<file path="src/rtl/instr_stream_loader.sv">
// instr_stream_loader: run-time loader for the mips16_sc instruction store.
// Accepts a byte stream (valid/ready), reads a 16-bit big-endian word count N,
// then assembles N big-endian 32-bit words and writes them to consecutive
// instruction addresses starting at 0 while holding the core stalled.
//
// Optional feature: define LOADER_CHECKSUM_EN to require a trailing XOR
// checksum byte over all data bytes; a mismatch parks the loader in ERROR.
//
// Ports:
//   clock, reset            rising-edge clock, async active-high reset
//   start                   pulse; begins a load from IDLE/DONE(/ERROR)
//   rx_data/rx_valid/rx_ready  byte stream handshake (rx_ready registered)
//   instr_wr_en/addr/data   one-cycle write strobe to instruction store
//   instr_stall_sl          high while a load is in progress
//   ready_out               program loaded
//   words_loaded            words written this load (saturates at DEPTH)
//   overflow                header count exceeded DEPTH
//   err                     checksum mismatch (0 when feature disabled)
module instr_stream_loader #(
    parameter int unsigned ADDR_WIDTH = 8,
    parameter int unsigned DEPTH      = 256
) (
    input  logic                  clock,
    input  logic                  reset,
    input  logic                  start,
    input  logic [7:0]            rx_data,
    input  logic                  rx_valid,
    output logic                  rx_ready,
    output logic                  instr_wr_en,
    output logic [ADDR_WIDTH-1:0] instr_wr_addr,
    output logic [31:0]           instr_wr_data,
    output logic                  instr_stall_sl,
    output logic                  ready_out,
    output logic [ADDR_WIDTH:0]   words_loaded,
    output logic                  overflow,
    output logic                  err
);

    localparam int unsigned CNT_W = 16;
    localparam int unsigned HDR_W = CNT_W + 1;
    localparam int unsigned WL_W  = ADDR_WIDTH + 1;
    localparam logic [WL_W-1:0]  DEPTH_WL = WL_W'(DEPTH);
    localparam logic [HDR_W-1:0] DEPTH_N  = HDR_W'(DEPTH);

    typedef enum logic [2:0] {
        S_IDLE, S_LEN_HI, S_LEN_LO, S_DATA, S_FIN, S_DONE, S_CSUM, S_ERROR
    } state_t;

    state_t             state;
    logic [CNT_W-1:0]   word_cnt_n;   // header word count N
    logic [CNT_W-1:0]   word_idx;     // index of the word being assembled
    logic [1:0]         byte_cnt;
    logic [23:0]        word_buf;     // first three bytes of the current word
`ifdef LOADER_CHECKSUM_EN
    logic [7:0]         csum;
`endif

    logic               accept;
    logic               can_start;
    logic               last_word;
    logic               in_range;
    logic [CNT_W-1:0]   hdr_n;

    // Handshake and decode helpers
    always_comb begin
        accept    = rx_valid && rx_ready;
        hdr_n     = {word_cnt_n[15:8], rx_data};
        last_word = (word_idx + 16'd1) == word_cnt_n;
        in_range  = HDR_W'(word_idx) < DEPTH_N;
        can_start = (state == S_IDLE) || (state == S_DONE);
`ifdef LOADER_CHECKSUM_EN
        can_start = can_start || (state == S_ERROR);
`endif
    end

`ifndef LOADER_CHECKSUM_EN
    assign err = 1'b0;
`endif

    // Loader FSM with registered outputs
    always_ff @(posedge clock or posedge reset) begin
        if (reset) begin
            state          <= S_IDLE;
            rx_ready       <= 1'b0;
            instr_wr_en    <= 1'b0;
            instr_wr_addr  <= '0;
            instr_wr_data  <= '0;
            instr_stall_sl <= 1'b0;
            ready_out      <= 1'b0;
            words_loaded   <= '0;
            overflow       <= 1'b0;
            word_cnt_n     <= '0;
            word_idx       <= '0;
            byte_cnt       <= '0;
            word_buf       <= '0;
`ifdef LOADER_CHECKSUM_EN
            csum           <= '0;
            err            <= 1'b0;
`endif
        end else begin
            instr_wr_en <= 1'b0;
            if (start && can_start) begin
                state          <= S_LEN_HI;
                rx_ready       <= 1'b1;
                instr_stall_sl <= 1'b1;
                ready_out      <= 1'b0;
                words_loaded   <= '0;
                overflow       <= 1'b0;
                word_cnt_n     <= '0;
                word_idx       <= '0;
                byte_cnt       <= '0;
`ifdef LOADER_CHECKSUM_EN
                csum           <= '0;
                err            <= 1'b0;
`endif
            end else begin
                case (state)
                    S_LEN_HI: begin
                        if (accept) begin
                            word_cnt_n[15:8] <= rx_data;
                            state            <= S_LEN_LO;
                        end
                    end
                    S_LEN_LO: begin
                        if (accept) begin
                            word_cnt_n[7:0] <= rx_data;
                            overflow        <= HDR_W'(hdr_n) > DEPTH_N;
                            if (hdr_n == '0) begin
`ifdef LOADER_CHECKSUM_EN
                                state    <= S_CSUM;
`else
                                state    <= S_FIN;
                                rx_ready <= 1'b0;
`endif
                            end else begin
                                state <= S_DATA;
                            end
                        end
                    end
                    S_DATA: begin
                        if (accept) begin
                            byte_cnt <= byte_cnt + 2'd1;
`ifdef LOADER_CHECKSUM_EN
                            csum     <= csum ^ rx_data;
`endif
                            if (byte_cnt != 2'd3) begin
                                word_buf <= {word_buf[15:0], rx_data};
                            end else begin
                                // Out-of-range words are consumed but not written
                                instr_wr_en   <= in_range;
                                instr_wr_addr <= ADDR_WIDTH'(word_idx);
                                instr_wr_data <= {word_buf, rx_data};
                                word_idx      <= word_idx + 16'd1;
                                if (words_loaded < DEPTH_WL)
                                    words_loaded <= words_loaded + WL_W'(1);
                                if (last_word) begin
`ifdef LOADER_CHECKSUM_EN
                                    state    <= S_CSUM;
`else
                                    state    <= S_FIN;
                                    rx_ready <= 1'b0;
`endif
                                end
                            end
                        end
                    end
`ifdef LOADER_CHECKSUM_EN
                    S_CSUM: begin
                        if (accept) begin
                            rx_ready <= 1'b0;
                            if (rx_data == csum) begin
                                state <= S_FIN;
                            end else begin
                                state <= S_ERROR;
                                err   <= 1'b1;
                            end
                        end
                    end
`endif
                    // Lets the final write retire before signalling ready
                    S_FIN: begin
                        state          <= S_DONE;
                        ready_out      <= 1'b1;
                        instr_stall_sl <= 1'b0;
                    end
                    default: ;
                endcase
            end
        end
    end

endmodule

</file>
<file path="config.mk">
export PLATFORM = sky130hd
export DESIGN_NAME = instr_stream_loader
export DESIGN_NICKNAME = d
export VERILOG_FILES = /design/src/rtl/instr_stream_loader.sv
export SDC_FILE = /design/constraint.sdc
export NUM_CORES = 1
export LEC_CHECK = 0
export ABC_CLOCK_PERIOD_IN_PS = 4800
export BUFFER_PORTS_ARGS = -buffer_cell sky130_fd_sc_hd__buf_4
export CAP_MARGIN = 5
export CORE_UTILIZATION = 35
export DETAILED_ROUTE_END_ITERATION = 6
export PLACE_DENSITY = 0.64
export SETUP_SLACK_MARGIN = 0.1
export SYNTH_ARGS = -nofsm -noshare
export SYNTH_HDL_FRONTEND = slang
export SYNTH_SLANG_ARGS = --single-unit
export TNS_END_PERCENT = 100
</file>
<file path="constraint.sdc">
create_clock -name clock -period 4.8 [get_ports clock]
set_input_delay 0.72 -clock clock [delete_from_list [all_inputs] [get_ports clock]]
set_output_delay 0.72 -clock clock [all_outputs]
set_load 0.02 [all_outputs]
</file>
* After elaboration in Yosys (flattened, before gate mapping)
Cells that the tools add are included.
Cells by class: add/sub/neg operators 3, order comparisons 3, equal/unequal tests 14, muxes and demuxes 42, bitwise gates (word level) 2, reduce and logical (&&, ||, !) cells 22
Operators with widths (number):
- 16-bit 2-to-1 mux | 5
- 9-bit 2-to-1 mux | 5
- 8-bit 2-to-1 mux | 3
- 3-bit 2-to-1 mux | 7
- 3-bit != test, second input constant | 6
- 1-bit 2-to-1 mux | 17
- 16-bit by 1-bit adder with 16-bit output, second input constant | 1
- 16-bit equality test | 1
- 16-bit by 9-bit greater-than comparator with 1-bit output, second input constant | 1
- 16-bit logical NOT | 1
- 16-bit by 9-bit less-than comparator with 1-bit output, second input constant | 1
- 3-bit case mux with 4 select lines | 1
- 4-bit AND reduction | 3
- 6-bit AND reduction | 2
- 2-bit nonzero test | 6
- 9-bit by 1-bit adder with 9-bit output, second input constant | 1
- 9-bit less-than comparator, second input constant | 1
- 3-bit by 2-bit equality test with 1-bit output, second input constant | 2
- 3-bit equality test, second input constant | 2
- 2-bit 2-to-1 mux | 3
- 2-bit AND reduction | 3
- 5-bit nonzero test | 1
- 2-bit != test, second input constant | 2
- 3-bit by 1-bit equality test with 1-bit output, second input constant | 1
- 8 further kinds | 10
Storage, ports and cells: bits in registers 115, input port bits 12, output and inout port bits 55, word-level logic and storage cells 100

* Depth between registers and ports, before layout
word-level depth 7, depth in mapped cells 8, gate-level depth less buffers 7

* Worst setup path before layout
No wires, ideal clock.
path type register to register, start point register word_idx[0], end point register rx_ready, setup time 135 ps, data arrival time 2265 ps, data required time 4665 ps, slack 2400 ps, stages on the path, launching flop included 8, buffers on the path 0, clock period less this slack 2400 ps, cell sequence dfrtp_1 > ha_1 > nand3_4 > nor4_4 > a31oi_1 > or4_4 > nor4_4 > a21oi_1
Between the ends: word-level cells in the longest chain between the ends 4
Ends and longest elaborated chain:
- from (decl) | RTL line 51 | logic [CNT_W-1:0] word_idx;
- from (signal assigned) | RTL line 153 | word_idx <= word_idx + 16'd1;
- 16-bit by 1-bit adder with 16-bit output | RTL line 68 | last_word = (word_idx + 16'd1) == word_cnt_n;
- 16-bit equality test | RTL line 68
- 3-bit != test (no source line)
- 6-bit AND reduction (no source line)
- to (signal assigned) | RTL line 84 | rx_ready <= 1'b0;
- to (signal assigned) | RTL line 104 | rx_ready <= 1'b1;
- to (signal assigned) | RTL line 133 | rx_ready <= 1'b0;
- to (decl) | RTL line 28 | output logic rx_ready,
No other way between the ends. A chain may end at the register's enable or synchronous reset.

* Final worst setup path
Ends and elaborated chain as after synthesis.

==> metrics.md <==
| Metric | Value |
|---|---|
| IO buf count | `65` |
| Final nets | `633` |
| Clk sinks | `around 120` |
| Layout cell share with drive strength beyond 1 | `a little under a quarter` |
| Violated checks | `DRC` |
| Crit path max fanout | `7` |
| Yosys cell types | `53` |
| Final Skew | `between 7 and 8 ps` |
| Peak supply drop | `0.241 mV` |
| Sequential fraction of the synthesis area | `between 50% and 60%` |
| Setup TNS | `0 ps` |
| Total wire length | `12.4 mm` |
| ANT cells | `0` |
| Status | `finished, violations left` |
| Overall Global Routing Usage | `between 15 and 20%` |
| Vias | `around 4300` |
| Sw Ratio | `between 20 and 25%` |
| Tcrit/Tclk final | `a little under three fifths` |
| Pwr dens | `342 nW/um^2` |
| Slew headroom | `between 10% and 20%` |
| Dominant synthesized flop cell | `dfrtp_1` |
| Syn-to-layout area delta | `23.2%` |
| P_leak | `3.25 nW` |
| Hold Vio Cnt, Final | `0` |
| Drt pass-1 iters | `7` |
| YS warnings | `0` |
| Die Height | `126 um` |
| Unrepaired setup endpoints after global routing | `false` |
| Setup CP Type | `flop to flop` |
| CTS tree | `done` |
| Boundary Pins | `67` |
| Critical path's largest stage delay | `580 ps` |
| Resized cells post-CTS | `0` |
| Net Sw Power | `0.483 mW` |
| Share of the synthesized area in the top cell type | `approximately 54%` |
| Max-cap violations | `0` |
| Placed Area | `~6000 sq um` |
| Cells after Synth | `approximately 560` |
| CP arrival | `between 3000 and 4000 ps` |
| Worst Tran Pin Value | `about 1300 ps` |
| Vias in the first global route | `4216` |
| HP Class | `flop to flop` |
| CTS hold repair buffers | `0` |
| Drt wl/cell | `15.2 um` |
| Die width | `approximately 130 um` |
| Clock tree buffer depth | `2` |
| Pin count of the biggest net entering global routing | `~80` |
| Placement Rows | `44` |
| Post-synth net total | `about 580` |
| Final instance area | `between 6000 and 7000 sq um` |
| Root buf cell | `clkbuf_16` |
| Initial core utilization | `36.3%` |
| Die area | `15800 sq um` |
| Clock latency at the later pin of the worst-skew pair | `420 ps` |
| Maximum clock frequency | `~370 MHz` |
| Critical Path RT | `5080 ps` |
| H-tree Lvls | `4` |
| Biggest area consumer among synthesized cells | `dfrtp_1` |
| Initial antenna violation count | `0` |
| Crit path buffers/inverters | `0` |
| Startpoint Class | `flop` |
| Yosys reg bits | `approximately 120` |
| Gr ovfl total | `0` |
| DP Wirelength | `~8.3 mm` |
| Slowest CP cell | `or4_4` |
| Async SR Flop Fraction | `100%` |
| Clock transition at path regs | `roughly 60 ps` |
| CTS Buf Count | `17` |
| Synth area leaders | `dfrtp_1, nand2_1, mux2_2` |
| Worst path top cell family by delay | `simple AND/OR/NAND/NOR gates` |
| Critical Path, Cell by Cell | `ha_1 > nand3_4 > nor2_1 > a41oi_1 > or4_4 > nor4_4 > a21oi_1` |
| Final ANT Viol Nets | `0` |
| Routability cong. | `between 0.8 and 0.9` |
| Finish-stage setup viols | `0` |
| Int Power | `between 1.5 and 2 mW` |
| Power share of the sequential group | `between 40% and 50%` |
| DR vias/cell | `5.26` |
| DR iter-0 viols | `278` |
| Core region area | `14700 sq um` |
| Pins over their slew limit | `0` |
| Logic pwr share | `1.5%` |
| Avg Inst Size Synth | `9.52 sq um` |
| Fin crit period | `around 2700 ps` |
| Clock power share | `55.3%` |
| Setup Buffers After CTS | `0` |
| Post-synth EDFFs | `0` |
| Detailed-route DRC error count | `2` |
| First-pass GRT wire length | `21.2 mm` |
| Mapped cell area | `roughly 5300 sq um` |
| Crit. End Element | `flop` |
-- power by group through the flow --
| stage | Sequential (mW) | Clock, mW | Combinational (mW) |
|---|---|---|---|
| floorplan | 0.987 | 0 | 0.0165 |
| global placement | 0.987 | 0 | 0.0359 |
| detailed placement | 0.987 | 0 | 0.0367 |
| CTS | 0.970 | 1.26 | 0.0365 |
| global route | 0.970 | 1.31 | 0.0403 |
| finish | 0.970 | 1.25 | 0.0346 |
-- final timing paths --
| path | slack (ps) | from | cells past startpoint | end |
|---|---|---|---|---|
| max in group asynchronous | 3210 | reset | 3 | word_buf[0] |
| hold / removal | 470 | word_buf[17] | 2 | instr_wr_data[25] |
| setup / recovery | 2060 | word_idx[0] | 7 | rx_ready |
| hold reg to reg | 470 | word_buf[17] | 2 | instr_wr_data[25] |
| setup reg to reg | 2060 | word_idx[0] | 7 | rx_ready |
| min in group asynchronous | 540 | reset | 2 | instr_wr_data[29] |
-- state kept, by name, indices dropped and copies added (netlist names), 2 cells and up --
| register | flops |
|---|---|
| word_cnt_n | 16 |
| words_loaded | 9 |
| word_idx | 16 |
| instr_wr_data | 32 |
| instr_wr_addr | 8 |
| state | 3 |
| word_buf | 24 |
| byte_cnt | 2 |
-- cells in the final DEF (no fill, tap or decap), types with 2 or more instances in the layout --
master / synthesis / layout
clkinv_2: 0 / 3
a31oi_1: 7 / 7
and3_2: 2 / 3
nor4_2: 1 / 2
inv_6: 0 / 2
nor2_1: 41 / 41
nand3_1: 13 / 12
o41ai_1: 2 / 2
nor4_1: 7 / 6
nor4_4: 2 / 2
dfrtp_1: 115 / 115
bufinv_16: 0 / 2
o21ai_0: 35 / 35
a21oi_1: 15 / 15
mux2_2: 24 / 24
mux2i_1: 10 / 10
nand4_1: 6 / 6
o31ai_1: 2 / 2
buf_4: 2 / 71
and3_1: 5 / 4
o21ai_1: 2 / 2
clkbuf_16: 0 / 17
or3_1: 3 / 3
xnor2_1: 16 / 16
nand2b_1: 3 / 3
nand3_2: 1 / 2
clkbuf_8: 0 / 2
ha_1: 3 / 3
inv_1: 6 / 5
clkinvlp_4: 0 / 5
or4_4: 2 / 2
xor2_1: 10 / 10
or4_1: 2 / 2
nand2_1: 159 / 159
nor2b_1: 3 / 3
nor3_1: 11 / 10
-- per-stage QoR --
step	utilization [%]	total power [mW]	hold slack (ps)	instances	setup WS [ps]
4_1_cts	44.7	2.27	477	815	2080
6_report	44.7	2.25	473	815	2060
3_3_place_gp	40.7	1.02	456	783	2120
2_1_floorplan	-	1.00	435	561	1040
5_1_grt	44.7	2.32	501	815	1830
3_5_place_dp	40.7	1.02	461	783	2100
-- final cells by class --
cell class | instances | area (sq um)
fill | 1375 | 8120
tap | 184 | 230
inverter | 6 | 25.0
clock inverter | 12 | 130
timing repair buffer | 71 | 533
clock buffer | 20 | 457
multi-input combinational | 407 | 2320
sequential | 115 | 2880
-- cell usage after synthesis, drive strengths merged, types with 3 or more instances --
master and n:
nand2 159, dfrtp 115, nor2 41, o21ai 37
clkbuf 24, mux2 24, xnor2 16, a21oi 15
nand3 15, nor3 11, mux2i 10, nor4 10
xor2 10, buf 9, a31oi 7, and3 7
inv 6, nand4 6, or4 4, ha 3
nand2b 3, nor2b 3, or3 3
-- kinds of logic after synthesis --
kind of cell             Yosys count  synth area share [%]
AO/OA/AOI/OAI                     76                  8.37
XOR/XNOR                          26                  4.27
adder cells (fa/ha/maj)            3                 0.703
buffers and inverters             39                  3.02
flip-flops                       115                  53.9
multiplexers                      34                  6.94
other                              1                0.0702
AND/OR/NAND/NOR                  267                  22.7
-- per-layer routing --
layer | up-vias | routed length, um | track usage, %
met5 | - | 0 | 0
met4 | 0 | 194 | 7.60
met3 | 15 | 655 | 4.62
met2 | 130 | 5850 | 26.5
met1 | 2128 | 5660 | 22.4
li1 | 2011 | - | -
-- tightest hold or removal path, stage by stage, from the launching register on --
cell and delay (ps):
dfrtp_1 340, nand2_1 50, nand2_1 50
Power figures use the tool's default switching activity.
